`config.mk`:
```
export PLATFORM = sky130hd
export DESIGN_NAME = bist_controller
export DESIGN_NICKNAME = d
export VERILOG_FILES = /design/src/rtl/bist_controller.sv
export SDC_FILE = /design/constraint.sdc
export NUM_CORES = 1
export LEC_CHECK = 0
export CORE_ASPECT_RATIO = 1.1
export CORE_UTILIZATION = 49
export CTS_CLUSTER_DIAMETER = 60
export CTS_CLUSTER_SIZE = 25
export DETAILED_ROUTE_END_ITERATION = 8
export GPL_TIMING_DRIVEN = 0
export PLACE_DENSITY = 0.8
export SLEW_MARGIN = 20
export SYNTH_ARGS = -nofsm -noshare
export SYNTH_HDL_FRONTEND = slang
export SYNTH_SLANG_ARGS = --single-unit
```
`constraint.sdc`:
```
create_clock -name clock -period 2.2 [get_ports clock]
set_input_delay 0.66 -clock clock [delete_from_list [all_inputs] [get_ports clock]]
set_output_delay 0.66 -clock clock [all_outputs]
set_load 0.05 [all_outputs]
```
`src/rtl/bist_controller.sv`:
```
// BIST session sequencer: holds the pattern generator in reset, runs it for NUM_PATTERNS
// cycles while compacting the CUT response into a MISR, then checks the signature.
module bist_controller #(
    parameter int               WIDTH        = 9,
    parameter int               NUM_PATTERNS = 511,
    parameter int               MISR_TAP     = 5,
    parameter logic [WIDTH-1:0] GOLDEN_SIG   = {WIDTH{1'b0}}
) (
    input  logic             clock,
    input  logic             reset,
    input  logic             start,
    input  logic             abort,
    input  logic [WIDTH-1:0] cut_response,
    output logic             tpg_reset,
    output logic             test_mode,
    output logic             busy,
    output logic             done,
    output logic             pass,
    output logic [WIDTH-1:0] signature
);

    localparam int               CNT_W    = $clog2(NUM_PATTERNS + 1);
    localparam logic [CNT_W-1:0] LAST_CNT = CNT_W'(NUM_PATTERNS - 1);

    typedef enum logic [2:0] {
        ST_IDLE    = 3'd0,
        ST_INIT    = 3'd1,
        ST_RUN     = 3'd2,
        ST_COMPARE = 3'd3,
        ST_DONE    = 3'd4
    } state_t;

    state_t           state_r;
    state_t           state_next_s;
    logic [CNT_W-1:0] cnt_r;
    logic [WIDTH-1:0] sig_r;
    logic             pass_r;
    logic             tpg_reset_r;
    logic             test_mode_r;
    logic             busy_r;
    logic             done_r;

    // One MISR step: shift with two-tap feedback, then fold in the response.
    function automatic logic [WIDTH-1:0] misr_next(input logic [WIDTH-1:0] sig,
                                                   input logic [WIDTH-1:0] resp);
        logic fb;
        fb = sig[WIDTH-1] ^ sig[MISR_TAP];
        return {sig[WIDTH-2:0], fb} ^ resp;
    endfunction

    // State register.
    always_ff @(posedge clock) begin
        if (reset) begin
            state_r <= ST_IDLE;
        end else begin
            state_r <= state_next_s;
        end
    end

    // Next-state logic; abort only matters while a session is in flight.
    always_comb begin
        state_next_s = state_r;
        case (state_r)
            ST_IDLE: begin
                if (start) state_next_s = ST_INIT;
                else       state_next_s = ST_IDLE;
            end
            ST_INIT: begin
                if (abort) state_next_s = ST_IDLE;
                else       state_next_s = ST_RUN;
            end
            ST_RUN: begin
                if (abort)                  state_next_s = ST_IDLE;
                else if (cnt_r == LAST_CNT) state_next_s = ST_COMPARE;
                else                        state_next_s = ST_RUN;
            end
            ST_COMPARE: begin
                if (abort) state_next_s = ST_IDLE;
                else       state_next_s = ST_DONE;
            end
            ST_DONE: begin
                if (start) state_next_s = ST_INIT;
                else       state_next_s = ST_DONE;
            end
            default: state_next_s = ST_IDLE;
        endcase
    end

    // Counter, MISR and verdict; the MISR keeps its value when a session is aborted.
    always_ff @(posedge clock) begin
        if (reset) begin
            cnt_r  <= {CNT_W{1'b0}};
            sig_r  <= {WIDTH{1'b0}};
            pass_r <= 1'b0;
        end else begin
            case (state_r)
                ST_INIT: begin
                    cnt_r  <= {CNT_W{1'b0}};
                    sig_r  <= {WIDTH{1'b0}};
                    pass_r <= 1'b0;
                end
                ST_RUN: begin
                    cnt_r <= cnt_r + CNT_W'(1);
                    sig_r <= misr_next(sig_r, cut_response);
                end
                ST_COMPARE: begin
                    pass_r <= (sig_r == GOLDEN_SIG);
                end
                default: begin
                    cnt_r  <= cnt_r;
                    sig_r  <= sig_r;
                    pass_r <= pass_r;
                end
            endcase
        end
    end

    // Status flags are decoded from the next state so they land in flops aligned with state_r.
    always_ff @(posedge clock) begin
        if (reset) begin
            tpg_reset_r <= 1'b1;
            test_mode_r <= 1'b0;
            busy_r      <= 1'b0;
            done_r      <= 1'b0;
        end else begin
            tpg_reset_r <= (state_next_s != ST_RUN);
            test_mode_r <= (state_next_s == ST_INIT) || (state_next_s == ST_RUN);
            busy_r      <= (state_next_s == ST_INIT) || (state_next_s == ST_RUN) ||
                           (state_next_s == ST_COMPARE);
            done_r      <= (state_next_s == ST_DONE);
        end
    end

    assign tpg_reset = tpg_reset_r;
    assign test_mode = test_mode_r;
    assign busy      = busy_r;
    assign done      = done_r;
    assign pass      = pass_r;
    assign signature = sig_r;

endmodule

```
==> results of run 1 <==
==> power groups by stage <==
stage          clock network [mW]  registers (mW)  logic, mW
2_1_floorplan                   0           0.522     0.0504
3_3_place_gp                    0           0.497      0.125
3_5_place_dp                    0           0.498      0.127
4_1_cts                     0.336           0.487      0.125
5_1_grt                     0.351           0.489      0.135
6_report                    0.327           0.487      0.125
==> what timing repair did <==
action,CTS,global route
hold buffers,0,0
hold endpoints to repair,0,0
setup buffers,0,0
endpoints found under the setup margin,9,0
resized for setup,9,0
==> worst max-delay path by stage <==
stage / start / endpoint / slack, ns / depth (start not counted)
3_3_place_gp: reset / cnt_r[2]$_SDFFE_PP0P_ / 0.06 / 4
6_report: pass$_SDFFE_PP0P_ / pass / 0.06 / 1
5_1_grt: pass$_SDFFE_PP0P_ / pass / 0.01 / 1
3_5_place_dp: reset / cnt_r[2]$_SDFFE_PP0P_ / 0.04 / 4
4_1_cts: pass$_SDFFE_PP0P_ / pass / 0.04 / 1
2_1_floorplan: state_r[0]$_SDFF_PP0_ / cnt_r[7]$_SDFFE_PP0P_ / 0.55 / 5
==> cells in the final DEF, fill, tap and decap left out, drive strengths merged, types with 2 or more instances in the layout <==
cell           instances
nor3                   3
nand2                 13
o21ai                 13
a31oi                  3
nor4                   4
or3                    2
nor2                   9
dfxtp                 26
nor4b                  2
dlygate4sd2            9
xnor2                  3
buf                    3
nand4                  2
ha                     2
or4                    2
mux2                   3
nand3                  5
xor2                   9
nand2b                 2
clkdlybuf4s50         17
clkbuf                10
a21oi                 14
nor3b                  5
==> metrics by stage <==
stage / area [µm²] / utilization [%] / setup WS [ns] / power, mW / hold slack (ns)
after floorplan: 1242 / - / 0.5508 / 0.5723 / 0.4878
after global placement: 1540 / 66.40 / 0.06108 / 0.6218 / 0.4417
after detailed placement: 1540 / 66.40 / 0.03508 / 0.6246 / 0.4502
after CTS: 1582 / 68.18 / 0.04140 / 0.9488 / 0.4694
after global routing: 1582 / 68.18 / 0.01175 / 0.9752 / 0.5015
final: 1582 / 68.18 / 0.05535 / 0.9400 / 0.4640
==> sequential cells by signal, summed over array words and instances, names as in the netlist <==
name / cells
done: 1
cnt_r: 9
busy: 1
signature: 9
tpg_reset: 1
pass: 1
test_mode: 1
state_r: 3
==> cell type report <==
cell class	instances	area, µm²
clock buffers	3	22.52
multi-input cells	106	665.6
fillers	194	738.2
plain buffers	10	52.55
inverters	1	3.754
flip-flops and latches	26	520.5
well taps	30	37.54
repair buffers	26	249.0
clock inverters	1	30.03
==> cell families after synthesis <==
group / Yosys count
simple gates: 55
mux: 3
fa+ha+maj: 2
flops: 26
compound gates: 34
buf+inv: 11
xor+xnor: 12
==> routing by layer <==
layer / track usage (%) / vias to the layer above / routed length (µm)
li1: - / 569 / -
met5: 0 / - / 0
met4: 7.619 / 0 / 27
met3: 3.333 / 4 / 57
met1: 27.68 / 549 / 1333
met2: 42.67 / 24 / 1370
==> run metrics, run 1 <==
initial detailed-routing violation count 19; Pint 716.1 µW; combinational fraction of design power 13.3%; fin crit period 2.145 ns; CTS Buf Count 3; # IOs 27; detailed-route DRC error count 0; Critical R2R Capture cnt_r[5]$_SDFFE_PP0P_; syn_area_per_cell 8.688 µm²; PwrDens 594.4 nW/µm²; leakage power 0.5844 nW; unique cell type count in the Yosys netlist 35; sequential share of power 51.8%; outcome finished clean; worst skew pair latency 0.32 ns; gpl congestion 0.8659; Syn Nets 158; Final Slew Violations 0; Layout Area Growth over Synthesis 27.29%; clock root cell clkbuf_4; hold path depth 2; WHS Endpoint pass$_SDFFE_PP0P_; Max-slew headroom 60.17%; CTS HTree Levels 1; warnings from Yosys 0; Synth area leaders dfxtp_1 (42%), xor2_1 (6.3%), a21oi_1 (5.2%), o21ai_0 (5.2%), nand2_1 (3.9%); Max Freq 466.3 MHz; die height 54.81 µm; n_diodes 0; Hold Path Class reg2reg; starting density of the core 53.56%; post-synthesis xor/xnor area fraction 8.459%; type of origin of the critical path flip-flop; FF-to-FF path depth 5; crit path kind reg2out; setup TNS 0 ns; crit path max fanout 2; Via density 5.645; FF-to-FF setup slack 0.39 ns; Rows 18; post-synthesis sequential area ratio 41.89%; measured slew at the worst slew-check pin 0.5962 ns; drt first pass iters 4; largest area contributor in the netlist dfxtp_1; Worst Path Arrival 1.48 ns; clk_skew 0.01053 ns; TritonCTS clock tree built; #FFs+latches synth 26; multiplexer area fraction after synthesis 2.719%; Sw Pwr 223.9 µW; Post-synth top cells dfxtp_1 (26), a21oi_1 (13), nand2_1 (13), o21ai_0 (13); first-pass GRT wire length 4.788 mm; PortBufs 26; vias in the first global route 1109; All-Layer GR Usage 23.14%; post-synthesis adder-cell area fraction 2.014%; Synth Cell Area 1242 µm²; Sw Ratio 23.82%; clock network power share 34.8%; # Max-Cap Violations 0; post-synthesis cell count 143; Clk pin slew, worst setup/hold paths 0.15 ns; Worst Path Buf+Inv 1; Die X 50.01 µm; initial antenna violation count 0; Clock Sink Count 26; Max Root-Sink Buffers 2; layout cells sized above 1 8.092%; post-route insts no fill 203; CP max-delay cell clkdlybuf4s50_1; cell family with most CP delay buffers and inverters; Max VDD drop 0.0004036 V; crit path cell chain clkdlybuf4s50_1; grt ovf 0; Inst Count DP 199; Top FF cell, synth dfxtp_1; final wirelength 2.789 mm; most frequent cell after synthesis dfxtp_1; final setup violation count 0; largest family of logic cells by synthesized area simple AND/OR/NAND/NOR gates; top cell type's share of synthesized area 41.89%; vias 1146; critical path required time 1.54 ns; number of nets in the layout 189; RSZ-0062 raised after global routing no; Synth Area in Simple Gates 25.18%; crit-path max cell delay 0.80 ns; drt wl/cell 13.74 µm; Tcrit/Tclk final 97.48%; Synth Area in Compound Gates 15.21%; share of flip-flops with an asynchronous set or reset 0%; Core ar. 2320 µm²; DP HPWL 2.068 mm; Worst Setup End Kind primary output; count of flip-flops with a built-in enable after synthesis 0; die area 2741 µm²; worst reg2reg path startpoint state_r[1]$_SDFF_PP0_; hold path start pass$_SDFFE_PP0P_; endpoints failing hold 0; Routed Antenna Nets 0; largest net degree at the start of global routing 16
Note: power is estimated with default switching activity, not from simulation.
==> run 2, diff against run 1 <==
Settings changed: CORE_UTILIZATION 49 to 53, PLACE_DENSITY 0.8 to 0.85.
Clock period 2.2 ns to 2.8 ns, I/O delays scaled along.
==> run 2 against run 1 <==
- non-clock buffer count did not move
- final area fell by 0.32%
- sequential power fell by 21%
- clock skew fell by 0.0080 ns
- count of clock-buffer cells in the layout rose by 1
- highest routed layer unchanged
- first-iteration DRC count rose by 110%
- core utilization rose by 2.5 points
- global-route usage rose by 1.9 points
- via count rose by 0.79%
==> run metrics, run 2 (synthesis results as in run 1) <==
cell family with most CP delay buffers and inverters; first-pass GRT wire length 4.505 mm; critical path required time 1.96 ns; worst reg2reg path startpoint state_r[1]$_SDFF_PP0_; PwrDens 428.4 nW/µm²; Worst Path Buf+Inv 1; Sw Pwr 176.2 µW; Worst Setup End Kind primary output; hold path depth 2; Max-slew headroom 61.53%; vias in the first global route 1058; clk_skew 0.002481 ns; worst skew pair latency 0.32 ns; WHS Endpoint pass$_SDFFE_PP0P_; n_diodes 0; endpoints failing hold 0; leakage power 0.5348 nW; initial antenna violation count 0; Sw Ratio 26.08%; Critical R2R Capture cnt_r[5]$_SDFFE_PP0P_; Rows 18; gpl congestion 0.8667; crit path kind reg2out; clock root cell clkbuf_4; grt ovf 0; Layout Area Growth over Synthesis 26.89%; Max VDD drop 0.0003161 V; Die X 48.17 µm; most frequent cells in the layout dfxtp_1 (26), clkdlybuf4s50_1 (26), o21ai_0 (13), nand2_1 (13), a21oi_1 (13); Hold Path Class reg2reg; post-CTS setup buffers 0; Pint 499.2 µW; Clock Sink Count 26; hold_ws 0.4669 ns; drt wl/cell 13.89 µm; hold path start pass$_SDFFE_PP0P_; PortBufs 26; TritonCTS clock tree built; final setup violation count 0; Max Freq 407.2 MHz; CTS HTree Levels 1; measured slew at the worst slew-check pin 0.5759 ns; Final Slew Violations 0; number of nets in the layout 189; sequential share of power 56.7%; Post-CTS Resized 0; Core ar. 2230 µm²; placed instance area 1540 µm²; starting density of the core 55.72%; layout cells sized above 1 8.092%; type of origin of the critical path flip-flop; clock network power share 28.4%; vias 1155; Tcrit/Tclk final 87.70%; post-route design area 1577 µm²; Max Root-Sink Buffers 2; die height 52.78 µm; outcome finished clean; DP HPWL 2.030 mm; # IOs 27; Routed Antenna Nets 0; initial detailed-routing violation count 39; CTS Hold Bufs 0; detailed-route DRC error count 0; All-Layer GR Usage 25.03%; # Max-Cap Violations 0; Worst Path Arrival 1.62 ns; fin crit period 2.456 ns; worst slack at placement 0.4555 ns; Clk pin slew, worst setup/hold paths 0.14 ns; Final Util 70.71%; FF-to-FF path depth 5; drt first pass iters 5; largest net degree at the start of global routing 15; crit path cell chain clkdlybuf4s50_1; crit-path max cell delay 0.84 ns; Via density 5.690; die area 2542 µm²; combinational fraction of design power 14.9%; CTS Buf Count 3; setup TNS 0 ns; CP max-delay cell clkdlybuf4s50_1; final wirelength 2.819 mm; final worst slack 0.3444 ns; FF-to-FF setup slack 0.99 ns; crit path max fanout 5; RSZ-0062 raised after global routing no
[run 2: cell type report]
| cell class | count | area, µm² |
|---|---|---|
| Multi-Input combinational cell | 106 | 665.6 |
| Timing Repair Buffer | 26 | 260.3 |
| Tap cell | 30 | 37.54 |
| Sequential cell | 26 | 520.5 |
| Clock buffer | 4 | 36.28 |
| Buffer | 10 | 52.55 |
| Fill cell | 170 | 653.1 |
| Inverter | 1 | 3.754 |
[run 2: how the worst max path moves through the flow]
stage / start / end / depth (start not counted)
2_1_floorplan: state_r[0]$_SDFF_PP0_ / cnt_r[7]$_SDFFE_PP0P_ / 5
3_3_place_gp: reset / cnt_r[2]$_SDFFE_PP0P_ / 4
3_5_place_dp: reset / done$_SDFF_PP0_ / 4
4_1_cts: signature[5]$_SDFFE_PP0P_ / signature[5] / 1
5_1_grt: signature[5]$_SDFFE_PP0P_ / signature[5] / 1
6_report: signature[5]$_SDFFE_PP0P_ / signature[5] / 1
[run 2: metal layers]
| metal | vias up | GRT usage [%] | share of wire (%) |
|---|---|---|---|
| met5 | - | 0 | 0 |
| met4 | 0 | 6.944 | 1.2 |
| met1 | 549 | 30.32 | 43 |
| li1 | 569 | - | - |
| met3 | 4 | 3.103 | 4.5 |
| met2 | 33 | 44.22 | 51 |
[run 2: metrics by stage]
stage          power, mW  std cells
4_1_cts           0.6741        203
5_1_grt           0.7018        203
2_1_floorplan     0.4497        143
6_report          0.6754        203
3_3_place_gp      0.4887        199
3_5_place_dp      0.4909        199
[run 2: power by group through the flow]
| stage | Sequential, mW | Clock (mW) | Combinational (mW) |
|---|---|---|---|
| after floorplan | 0.410 | 0 | 0.0396 |
| after global placement | 0.391 | 0 | 0.0980 |
| after detailed placement | 0.391 | 0 | 0.0997 |
| after CTS | 0.383 | 0.190 | 0.101 |
| after global routing | 0.384 | 0.209 | 0.109 |
| final | 0.383 | 0.192 | 0.100 |
